==> config.mk <==
export PLATFORM = sky130hd
export DESIGN_NAME = timer_bank
export DESIGN_NICKNAME = d
export VERILOG_FILES = /design/src/rtl/timer_bank.sv
export SDC_FILE = /design/constraint.sdc
export NUM_CORES = 1
export LEC_CHECK = 0
export CAP_MARGIN = 25
export CORE_ASPECT_RATIO = 0.7
export CORE_UTILIZATION = 29
export CTS_CLUSTER_DIAMETER = 50
export DETAILED_ROUTE_END_ITERATION = 16
export GPL_TIMING_DRIVEN = 1
export SLEW_MARGIN = 20
export SYNTH_ARGS = -nofsm -noshare
export SYNTH_HDL_FRONTEND = slang
export SYNTH_SLANG_ARGS = --single-unit
==> constraint.sdc <==
create_clock -name clk -period 13.85 [get_ports clk]
set_input_delay 2.0775 -clock clk [delete_from_list [all_inputs] [get_ports clk]]
set_output_delay 2.0775 -clock clk [all_outputs]
set_load 0.01 [all_outputs]
==> src/rtl/timer_bank.sv <==
`default_nettype none
// ============================================================================
// Module  : timer_bank
// Brief   : N-channel prescaled down-counter timers with one-shot, periodic and
//           square-wave modes, per-channel pending bits and a maskable irq.
// Rev     : 1.0  initial release
// ============================================================================
module timer_bank #(
    parameter int NCH     = 4,
    parameter int WIDTH   = 32,
    parameter int PRESC_W = 8
) (
    input  logic                     clk,
    input  logic                     rst,
    input  logic                     we,
    input  logic [$clog2(NCH)+1:0]   addr,
    input  logic [31:0]              wdata,
    output logic [31:0]              rdata,
    output logic [NCH-1:0]           tick_out,
    output logic [NCH-1:0]           wave_out,
    output logic                     irq
);

    localparam int AW = $clog2(NCH) + 2;

    localparam logic [1:0] c_reg_load   = 2'd0;
    localparam logic [1:0] c_reg_ctrl   = 2'd1;
    localparam logic [1:0] c_reg_count  = 2'd2;
    localparam logic [1:0] c_reg_status = 2'd3;

    localparam logic [1:0] c_mode_oneshot  = 2'b00;
    localparam logic [1:0] c_mode_periodic = 2'b01;
    localparam logic [1:0] c_mode_square   = 2'b10;
    localparam logic [1:0] c_mode_hold     = 2'b11;

    logic [AW-1:0]             w_ch;
    logic [NCH-1:0][31:0]      w_rd;
    logic [NCH-1:0]            w_irq_src;
    logic                      r_irq;

    assign w_ch = addr >> 2;

    for (genvar i = 0; i < NCH; i++) begin : g_ch
        logic [WIDTH-1:0]   r_load;
        logic [WIDTH-1:0]   r_count;
        logic [PRESC_W-1:0] r_presc;
        logic [PRESC_W-1:0] r_pcnt;
        logic [1:0]         r_mode;
        logic               r_en;
        logic               r_ie;
        logic               r_pend;
        logic               r_tick;
        logic               r_wave;

        logic w_hit;
        logic w_wr_load;
        logic w_wr_ctrl;
        logic w_wr_status;
        logic w_active;
        logic w_step;
        logic w_exp;

        assign w_hit       = (w_ch == AW'(i));
        assign w_wr_load   = we && w_hit && (addr[1:0] == c_reg_load);
        assign w_wr_ctrl   = we && w_hit && (addr[1:0] == c_reg_ctrl);
        assign w_wr_status = we && w_hit && (addr[1:0] == c_reg_status);

        assign w_active = r_en && (r_mode != c_mode_hold);
        assign w_step   = w_active && (r_pcnt == r_presc);
        assign w_exp    = w_step && (r_count == '0);

        always_ff @(posedge clk or posedge rst) begin
            if (rst) begin
                r_load  <= '0;
                r_count <= '0;
                r_presc <= '0;
                r_pcnt  <= '0;
                r_mode  <= '0;
                r_en    <= 1'b0;
                r_ie    <= 1'b0;
                r_pend  <= 1'b0;
                r_tick  <= 1'b0;
                r_wave  <= 1'b0;
            end else begin
                r_tick <= w_exp;
                if (w_active) begin
                    r_pcnt <= w_step ? '0 : r_pcnt + 1'b1;
                end
                if (w_step) begin
                    if (r_count != '0) begin
                        r_count <= r_count - 1'b1;
                    end else begin
                        case (r_mode)
                            c_mode_oneshot:  r_en <= 1'b0;
                            c_mode_periodic: r_count <= r_load;
                            c_mode_square: begin
                                r_count <= r_load;
                                r_wave  <= ~r_wave;
                            end
                            default: ;
                        endcase
                    end
                end
                // An expiry in the same cycle as a clear keeps the bit set.
                if (w_wr_status && wdata[0]) begin
                    r_pend <= 1'b0;
                end
                if (w_exp) begin
                    r_pend <= 1'b1;
                end
                if (w_wr_load) begin
                    r_load  <= wdata[WIDTH-1:0];
                    r_count <= wdata[WIDTH-1:0];
                    r_pcnt  <= '0;
                end
                if (w_wr_ctrl) begin
                    r_en    <= wdata[0];
                    r_mode  <= wdata[2:1];
                    r_ie    <= wdata[3];
                    r_presc <= wdata[8 +: PRESC_W];
                    if (wdata[0] && !r_en) begin
                        r_count <= r_load;
                        r_pcnt  <= '0;
                        r_wave  <= 1'b0;
                    end
                end
            end
        end

        assign w_rd[i] = !w_hit                          ? 32'd0 :
                         (addr[1:0] == c_reg_load)       ? 32'(r_load) :
                         (addr[1:0] == c_reg_ctrl)       ? 32'({r_presc, 4'b0000, r_ie, r_mode, r_en}) :
                         (addr[1:0] == c_reg_count)      ? 32'(r_count) :
                                                           {31'd0, r_pend};

        assign tick_out[i]  = r_tick;
        assign wave_out[i]  = r_wave;
        assign w_irq_src[i] = r_pend && r_ie;
    end

    // Only the addressed in-range channel drives a non-zero word.
    always_comb begin
        rdata = '0;
        for (int k = 0; k < NCH; k++) begin
            rdata = rdata | w_rd[k];
        end
    end

    always_ff @(posedge clk or posedge rst) begin
        if (rst) begin
            r_irq <= 1'b0;
        end else begin
            r_irq <= |w_irq_src;
        end
    end

    assign irq = r_irq;

endmodule
`default_nettype wire
Word level (Yosys, flattened, before mapping) --
Cells that the tools add are included.
Storage, ports and cells: flip-flop bits (word level) 349, bits of input ports 39, output and inout port bits 41, logic and storage cells 265
Operators by class: add/subtract/negate cells 8, equal/unequal tests 26, multiplexer cells 104, bitwise operators 7, reductions and logical operators 79
Operators with widths (count):
- $mux 32 | 40
- $mux 8 | 20
- $logic_not 32->1 | 4
- $reduce_bool 32->1 | 4
- $sub 32x1->32 const B | 4
- $or 32x32->32 | 3
- $mux 1 | 44
- $logic_and 1x1->1 | 40
- $add 8x1->8 const B | 4
- $eq 8x8->1 | 4
- $reduce_bool 2->1 | 12
- $eq 2x2->1 const B | 8
- $ne 2x2->1 const B | 8
- $eq 2x1->1 const B | 6
- $reduce_and 3->1 | 4
- $logic_not 2->1 | 5
- $reduce_or 2->1 | 4
- $logic_not 1->1 | 4
- $logic_not 4->1 | 1
- $not 1->1 | 4
- $reduce_or 4->1 | 1

Logic depth before layout (Yosys ltp) --
Gate-level depths: netlist of the first run.
depth after elaboration 8, mapped depth 11, depth with buffers taken out 9

Worst setup path before layout of the first run --
No wires, ideal clock.
kind in2out, from input addr[0], to output rdata[11], data arrival time 3966 ps, slack 7807 ps, stages on the path 6, path buffers 3, cell sequence clkbuf_1 -> buf_1 -> clkbuf_1 -> mux2i_1 -> o21ai_0 -> mux4_2
On the way: word-level cells in the longest chain between the ends 8, elaborated cells between the ends (all ways) 22
Ends and longest elaborated chain:
- from (decl) | RTL line 16 | input logic [$clog2(NCH)+1:0] addr,
- $eq 2x2->1 | RTL line 133 | (addr[1:0] == c_reg_count) ? 32'(r_count) :
- $mux 32 | RTL line 133
- $mux 32 | RTL line 132 | (addr[1:0] == c_reg_ctrl) ? 32'({r_presc, 4'b0000, r_ie, r_mode, r_en}) :
- $mux 32 | RTL line 131 | (addr[1:0] == c_reg_load) ? 32'(r_load) :
- $mux 32 | RTL line 130 | assign w_rd[i] = !w_hit ? 32'd0 :
- $or 32x32->32 (2 in a row) | RTL line 145 | rdata = rdata | w_rd[k];
- $or 32x32->32 * | RTL line 145
- to (decl) | RTL line 18 | output logic [31:0] rdata,
Mark *: on every way between the ends. The rest lies on a longest branch, timed or not.

Final worst setup path of the first run --
from input addr[1], to output rdata[6]
The elaborated chain is that of the path after synthesis.

==> results of run 1 <==
==> synthesized netlist by cell type, types with 10 or more instances <==
cell type / count
sky130_fd_sc_hd__o41ai_1: 10
sky130_fd_sc_hd__mux2_2: 41
sky130_fd_sc_hd__buf_4: 10
sky130_fd_sc_hd__or4_1: 12
sky130_fd_sc_hd__nand2b_1: 13
sky130_fd_sc_hd__a31oi_1: 57
sky130_fd_sc_hd__a211oi_1: 16
sky130_fd_sc_hd__o22ai_1: 49
sky130_fd_sc_hd__o31ai_1: 18
sky130_fd_sc_hd__nand3_1: 84
sky130_fd_sc_hd__inv_1: 31
sky130_fd_sc_hd__a21oi_1: 145
sky130_fd_sc_hd__nand4_1: 26
sky130_fd_sc_hd__buf_2: 12
sky130_fd_sc_hd__nor2b_1: 13
sky130_fd_sc_hd__o21ai_0: 177
sky130_fd_sc_hd__nor3_1: 69
sky130_fd_sc_hd__mux2i_1: 92
sky130_fd_sc_hd__a22oi_1: 18
sky130_fd_sc_hd__xnor2_1: 39
sky130_fd_sc_hd__xor2_1: 29
sky130_fd_sc_hd__or3_1: 32
sky130_fd_sc_hd__mux4_2: 54
sky130_fd_sc_hd__a211o_1: 11
sky130_fd_sc_hd__o21a_1: 12
sky130_fd_sc_hd__and3_1: 19
sky130_fd_sc_hd__buf_1: 22
sky130_fd_sc_hd__clkbuf_1: 135
sky130_fd_sc_hd__nor2_1: 198
sky130_fd_sc_hd__nor4_1: 28
sky130_fd_sc_hd__dfrtp_1: 349
sky130_fd_sc_hd__o221ai_1: 19
sky130_fd_sc_hd__nand2_1: 565
sky130_fd_sc_hd__ha_1: 24
sky130_fd_sc_hd__o211ai_1: 30
==> cells by family (layout without fill, tap and decap cells) <==
family / count (synthesis) / after routing / synth area share, %
fa+ha+maj: 24 / 24 / 1.349
flops: 349 / 349 / 39.24
xor+xnor: 68 / 68 / 2.676
compound gates: 631 / 631 / 17.61
mux: 188 / 188 / 11.79
other cells: 0 / 1 / 0
simple gates: 1126 / 1126 / 22.98
buf+inv: 220 / 245 / 4.346
==> placed cells by master, fill, tap and decap left out, drive strengths merged, types with 49 or more instances in the layout <==
master | Yosys | layout
nand2 | 565 | 565
buf | 46 | 71
dfrtp | 349 | 349
a31oi | 57 | 57
nor2 | 198 | 198
clkdlybuf4s50 | 0 | 75
o22ai | 49 | 49
clkbuf | 143 | 49
nand3 | 84 | 84
a21oi | 145 | 145
o21ai | 185 | 185
nor3 | 70 | 70
mux4 | 55 | 55
mux2i | 92 | 92
==> power groups by stage <==
stage	logic, W	registers [W]	clock network (W)
after floorplan	0.000792	0.00150	0
after global placement	0.00105	0.00171	0
after detailed placement	0.00106	0.00171	0
after CTS	0.00107	0.00169	0.00107
after global routing	0.00120	0.00174	0.00111
final	0.00110	0.00172	0.00106
==> path summary, 6_finish.rpt <==
| check | end | slack (ns) | cells after the start |
|---|---|---|---|
| worst max-delay path | rdata[6] | 6.78 | 6 |
| worst min-delay path | g_ch[2].r_count[5]$_DFF_PP0_ | 0.52 | 1 |
| worst max register to register | g_ch[2].r_wave$_DFF_PP0_ | 9.54 | 8 |
| worst min register to register | g_ch[2].r_count[5]$_DFF_PP0_ | 0.52 | 1 |
| max in group asynchronous | g_ch[0].r_load[21]$_DFFE_PP0P_ | 8.96 | 5 |
| min in group asynchronous | g_ch[2].r_pcnt[2]$_DFF_PP0_ | 2.08 | 2 |
==> per-layer routing <==
metal | up-vias | part of all wire (%) | global-route usage, %
met5 | - | 0.20 | 1.155
met4 | 10 | 1.7 | 4.349
met3 | 127 | 17 | 9.237
met2 | 1543 | 36 | 28.02
met1 | 10580 | 46 | 36.68
li1 | 9445 | - | -
==> state kept, by name, summed over array words and instances, names as in the netlist <==
name	cells
g_ch.r_count	128
g_ch.r_load	128
g_ch.r_pcnt	32
g_ch.r_presc	32
g_ch.r_mode	8
g_ch.r_en	4
g_ch.r_ie	4
g_ch.r_pend	4
g_ch.r_tick	4
g_ch.r_wave	4
irq	1
==> stage by stage <==
step           util [%]  setup slack (ns)  hold WS (ns)  cell area, sq um
2_1_floorplan         -             2.094        0.4632             22260
3_3_place_gp      31.78             6.869        0.5020             23980
3_5_place_dp      31.84             6.854        0.5022             24030
4_1_cts           33.47             6.849        0.5166             25260
5_1_grt           33.56             6.703        0.5429             25330
6_report          33.57             6.779        0.5153             25330
==> layout make-up <==
class | instances | share of cell area, %
antenna | 1 | 0.009879
clock buffer | 49 | 4.120
clock inverter | 19 | 0.7508
inverter | 31 | 0.4890
multi-input combinational | 2037 | 49.96
sequential | 349 | 34.48
tap | 989 | 4.885
timing repair buffer | 146 | 5.310
==> results summary, run 1 <==
After synthesis, the cell types taking the most area are sky130_fd_sc_hd__dfrtp_1 (39%), sky130_fd_sc_hd__nand2_1 (9.5%), sky130_fd_sc_hd__mux4_2 (5.5%), sky130_fd_sc_hd__mux2i_1 (4.1%), sky130_fd_sc_hd__o21ai_0 (4.0%). The number of flip-flops and latches in the synthesized netlist is 349. The first global-routing pass estimated 135200 um of wire. The insertion delay of the later-clocked pin in the worst-skew pair is slightly below 0.6 ns. Using the TritonRoute via totals, the vias-per-cell ratio works out to about 6. The post-cts gate resize count came out at 0.

The clock tree root driver cell is sky130_fd_sc_hd__clkbuf_16. The worst hold path begins at g_ch[2].r_load[5]$_DFFE_PP0P_. The clock passes through at most 3 buffers. The tightest slew margin relative to the limit came out at 25.34%. The CTS buffer count is 38. The die boundary height came out at 233.8 um. The remaining routing DRC violations is 0.

The floorplan has 84 rows. The setup clock skew after layout came out at 0.03096 ns. The standby leakage power is 10.37 nW.

Grouping stages by cell kind, the critical path spends the most delay in buffers and inverters. The area inside the core boundary is 75460 sq um. In this design, the critical path's most frequently occurring cell is sky130_fd_sc_hd__buf_4. The delay contributed by the slowest stage of the critical path came out at roughly 0.68 ns.

The detail-routed net length per standard cell is 25.21 um. The aggregate negative setup slack came out at 0 ns. The maximum level of the CTS H-tree is 2. Derived from the worst setup path, the maximum achievable clock frequency is between 100 and 150 MHz. The dominant register cell in the synthesized netlist is sky130_fd_sc_hd__dfrtp_1. The worst IR drop on VDD came out at 0.08302 mV.

In this run the power density over the cells is ~150 nW/um^2. Setup violations remaining at the end of the flow were counted as 0. In this run the worst setup path begins at addr[1].

The distinct cell type count after synthesis is 80. The largest fanout on the critical path is 53. The average instance area after synthesis is approximately 8.5 sq um. The final weighted congestion in routability-driven placement came out at 0.9807. The worst path required time is 11.77 ns. The via count of the first global-routing pass is about 20000. The wire length reported by the detailed router is 91280 um.

Setup repair after global routing left no endpoint under its margin. The CTS tree is built. The final cell count without fillers came out at 3621. The share of the clock period used by the worst path after layout came out at 51.05%. The critical path class is primary input to output pin. The internal power contribution came out at roughly 0.0024 W. The async set-or-reset flop fraction in the synthesized netlist came out at 100.0%.

The reg-to-reg startpoint is g_ch[2].r_count[10]$_DFF_PP0_. In the synthesized netlist, the number of instances is 2606. The portion of total power attributed to the clock network came out at between 20% and 30%. For the pin with the worst max-slew slack, the measured transition is 1.116 ns. Summing the sequential cell areas from Yosys gives between 30% and 40% of the chip area.

For this design, the slowest cell found on the critical path is sky130_fd_sc_hd__buf_4. After clock tree synthesis, the clock-pin slew on the worst setup and hold paths is 0.07 ns. The post-CTS setup buffer count came out at 0.

The yosys synthesis warning count is 0. CTS saw 349 sinks. Summed over its instances, the top area cell type makes up 39.24% of the synthesized netlist area. The max-slew violation count is 0. In the final layout, the multi-input gates occupy around 13000 sq um.

The flow ran to the end, and the final reports show no timing, DRC or antenna violations. The global router's overall resource usage came out at between 20% and 30%. The remaining global-route overflow came out at 0. The relative contribution of sequential cells to total power came out at 44.3%. After layout, the design draws a total of 0.003878 W. The initial antenna violation count is 4.

The worst hold path belongs to the class flop to flop. The post-route netlist has a little over a tenth of its cells at a drive strength greater than 1. The number of hold buffers added after CTS was 0. The initial cell density of the core came out at a little under 30%. The critical path goes through buf_4, buf_4, mux4_2, mux2i_1, nor2_1, clkdlybuf4s50_1.

The worst path arrival time is 4.99 ns. For this block, the initial DRC count from the detailed router was 3276. When the netlist entered floorplanning its net count stood at 2669. The number of enable flip-flop cells after synthesis is 0. The number of detailed-routing iterations run before antenna repair is 7.

The cell type contributing the most total cell area after synthesis is sky130_fd_sc_hd__dfrtp_1. Net switching is 39.17% of the power. In this run the power spent charging and discharging nets is 0.001519 W.

The worst setup path is captured at an output pin. The max-cap check violation count came out at 0. The combinational share of power is 28.4%. The combined buffer and inverter count along the critical path came out at 3. The number of placed instances, taps included is 3549.

The smallest clock period supported by the final layout is computed as 7.071 ns. The number of endpoints with negative hold slack in the final report is 0. The total half-perimeter wirelength after legalization and detailed placement came out at 66360 um. The pin count of the biggest net entering global routing came out at 124.

The kind of start point of the critical path is a primary input. The mapped netlist covers 22260 sq um. The count of filler cells inserted in the layout came out at 7884. The sequential standard cell area is 8733 sq um. The layout overhead on the synthesized area came out at 13.81%. The count of buffers added on input and output ports is 79. The die boundary width is 333.1 um. The post-layout net count came out at between 2000 and 3000. During I/O placement, the number of pins put on the boundary was 80. In this run the remaining antenna-violating nets after routing total 0. The total via count in the routed design is 21700.

The die outline area is 77880 sq um.
(Power assumes the default switching activity.)
==> inputs of run 2 (changes only) <==
clock period = 6.3 ns   (was 13.85 ns; I/O delays follow)
==> results summary, run 2 (synthesized netlist as in run 1, its figures left out) <==
The kind of start point of the critical path is a primary input (unchanged). The count of standard-cell rows came out at 84 (unchanged). The detail-routed net length per standard cell came out at 25.73 um (was 25.21 um). Largest regs: g_ch.r_count: 128 flops, g_ch.r_load: 128 flops (unchanged). The standard cell with the maximum stage delay on the critical path is sky130_fd_sc_hd__buf_4 (unchanged). RSZ-0062 raised after global routing: false (unchanged).

The critical path class was primary input to output pin (unchanged). The share of the clock period used by the worst path after layout came out at 71.35%. The combinational share of power was 28.3% (was 28.4%). The number of endpoints failing setup at the final stage came out at 0 (unchanged).

The remaining number of nets flagged by the antenna check after routing came out at 0 (unchanged). The largest fanout on the critical path came out at 42 (was 53). The final cell count without fillers is 3611 (was 3621).

The initial cell density of the core came to 29.49% (unchanged). The via count of the first global-routing pass is 19290 (was 19590). The CTS tree is built (unchanged).

The max-cap check violation count is 0 (unchanged). The clock tree root driver cell is sky130_fd_sc_hd__clkbuf_16 (unchanged). The number of endpoints with negative hold slack in the final report is 0 (unchanged). The combined buffer and inverter count along the critical path is 3 (unchanged). The remaining routing DRC violations is 0 (unchanged).

The worst path arrival time came to 3.55 ns (was 4.99 ns). The die boundary width is 333.1 um (unchanged). The maximum level of the CTS H-tree is 2 (unchanged).

The portion of total power attributed to the clock network came out at 27.0% (was 27.4%). The family of cells with the greatest summed delay on the critical path is buffers and inverters (unchanged). The area inside the core boundary came out at 75460 sq um (unchanged). The endpoint kind of the worst setup timing path is an output pin (unchanged). The max-slew violation count is 0 (unchanged). The die boundary height is 233.8 um (unchanged).

The count of filler cells inserted in the layout is 7859 (was 7884). The CTS buffer count is 37 (was 38). The average vias per placed instance is 5.997 (was 5.993). The tightest hold margin is 0.5184 ns (was 0.5153 ns). The starting DRC count in detailed routing is 3502 (was 3276). The fraction of final layout cells with drive strength greater than 1 is 10.42% (was 10.72%). The post-layout net count was 2657 (was 2666). The final critical delay including setup and external delays is 4.495 ns. The count of input and output buffers is 79 (unchanged).

The global router's overall resource usage is 23.44% (was 23.15%). The sequential standard cell area is 8733 sq um (unchanged). The setup clock skew after layout came out at 0.01615 ns (was 0.03096 ns). The CTS clock-pin slew for the worst setup and hold paths is 0.06 ns (was 0.07 ns). The total power divided by cell area is 339.1 nW/um^2 (was 153.1 nW/um^2).

The I/O pin count came out at 80 (unchanged). The pin count of the biggest net entering global routing is 141 (was 124). The standby leakage power came out at 10.31 nW (was 10.37 nW).

The die outline area came out at 77880 sq um (unchanged). The worst IR drop on VDD came out at 0.1794 mV (was 0.08302 mV). The total power after layout came out at 0.008561 W (was 0.003878 W). The internal power contribution came out at 0.005165 W (was 0.002359 W). The remaining global-route overflow came out at 0 (unchanged). Most frequent cells in the layout: sky130_fd_sc_hd__nand2_1 (562), sky130_fd_sc_hd__dfrtp_1 (349), sky130_fd_sc_hd__nor2_1 (196) (was sky130_fd_sc_hd__nand2_1 (562), sky130_fd_sc_hd__dfrtp_1 (349), sky130_fd_sc_hd__nor2_1 (195)). The total half-perimeter wirelength after legalization and detailed placement is 67580 um (was 66360 um). The aggregate negative setup slack was 0 ns (unchanged).

The switching share of power came to 39.67% (was 39.17%). The layout overhead on the synthesized area is 13.43% (was 13.81%). The initial antenna violation count is 7 (was 4). The power dissipated by switching net loads came out at 0.003396 W (was 0.001519 W).

The wire length reported by the detailed router came out at 92900 um (was 91280 um). The tightest slew margin relative to the limit is 27.81% (was 25.34%). The total area of multi-input combinational cells is 12650 sq um (about the same). The most common cell after layout, fill and taps aside is sky130_fd_sc_hd__nand2_1 (unchanged). The slew at the pin with the worst max-slew slack came out at 1.079 ns (was 1.116 ns).

The post-CTS setup buffer count is 0 (unchanged). The worst path required time came to 5.35 ns (was 11.77 ns). The total via count in the routed design was 21660 (was 21700). The insertion delay of the later-clocked pin in the worst-skew pair is 0.57 ns (was 0.59 ns). The delay contributed by the slowest stage of the critical path was 0.58 ns (was 0.68 ns).

Result of the run: finished clean (unchanged). The maximum frequency from static timing analysis is 222.5 MHz. The kind of path behind the tightest hold check is flop to flop (unchanged). The worst-case clock buffer depth came to 3 (unchanged). The first-pass GRT wire length came to 136800 um (was 135200 um).

Cell Chain, Critical Path: buf_4, buf_4, mux4_2, mux2i_1, nor2_1, clkdlybuf4s50_1 (unchanged). The number of placed instances, taps included came to 3543 (was 3549). The final weighted congestion in routability-driven placement is 1.010 (was 0.9807). The number of detailed-routing iterations run before antenna repair came out at 8 (was 7).

The total number of clock tree sinks was 349 (unchanged). The post-cts gate resize count is 0 (unchanged). The count of hold-fix buffers inserted at cts came to 0 (unchanged). The cell occurring most often along the worst timing path is sky130_fd_sc_hd__buf_4 (unchanged). The relative contribution of sequential cells to total power is 44.7% (was 44.3%).
==> run 2: changes by cell type in the layout (fill, tap and decap cells not counted), sizes merged <==
cell	delta
bufinv	-1
clkinvlp	+2
buf	-8
clkinv	-4
clkbuf	+1
==> run 2: area by class of cell <==
| type | instances | area share, % |
|---|---|---|
| inverter | 31 | 0.4758 |
| multi-input combinational | 2037 | 50.13 |
| clock inverter | 16 | 0.6344 |
| clock buffer | 50 | 4.228 |
| timing repair buffer | 138 | 5.030 |
| sequential | 349 | 34.59 |
| tap | 989 | 4.902 |
| antenna | 1 | 0.009912 |
==> run 2: power by group through the flow <==
stage	Sequential, W	Clock (W)	Combinational [W]
6_report	0.00382	0.00231	0.00242
3_5_place_dp	0.00380	0	0.00234
2_1_floorplan	0.00330	0	0.00174
3_3_place_gp	0.00380	0	0.00231
5_1_grt	0.00387	0.00242	0.00264
4_1_cts	0.00376	0.00233	0.00236
==> run 2: per-layer routing <==
layer  part of all wire [%]  GRT usage (%)  wire length (um)  vias up
met4                    2.0          4.882              1835        6
met2                     36          28.23             33200     1578
met1                     46          36.88             42530    10500
li1                       -              -                 -     9429
met3                     16          9.832             15300      143
met5                  0.039              0                36        -
==> run 2: worst min-delay path, cell delays in order, from the launching register on <==
cell,delay (ns)
sky130_fd_sc_hd__dfrtp_1,0.37
sky130_fd_sc_hd__nand2_1,0.06
sky130_fd_sc_hd__nand2_1,0.06
==> run 2: final timing paths <==
kind / startpoint / end / slack [ns] / depth (start not counted)
setup reg to reg: g_ch[0].r_count[5]$_DFF_PP0_ / g_ch[0].r_count[27]$_DFF_PP0_ / 2.19 / 8
hold / removal: g_ch[1].r_load[11]$_DFFE_PP0P_ / g_ch[1].r_load[11]$_DFFE_PP0P_ / 0.52 / 2
max in group asynchronous: rst / g_ch[0].r_count[21]$_DFF_PP0_ / 4.37 / 3
hold reg to reg: g_ch[1].r_load[11]$_DFFE_PP0P_ / g_ch[1].r_load[11]$_DFFE_PP0P_ / 0.52 / 2
setup / recovery: addr[3] / rdata[31] / 1.80 / 6
min in group asynchronous: rst / g_ch[2].r_load[9]$_DFFE_PP0P_ / 0.73 / 2
==> run 2: through the flow <==
stage                     cell area (sq um)  setup slack, ns  util (%)
after floorplan                       22260           0.6826         -
after global placement                23980            1.875     31.77
after detailed placement              23990            1.855     31.79
after global routing                  25240            1.727     33.45
final                                 25250            1.805     33.45
after CTS                             25220            1.860     33.42
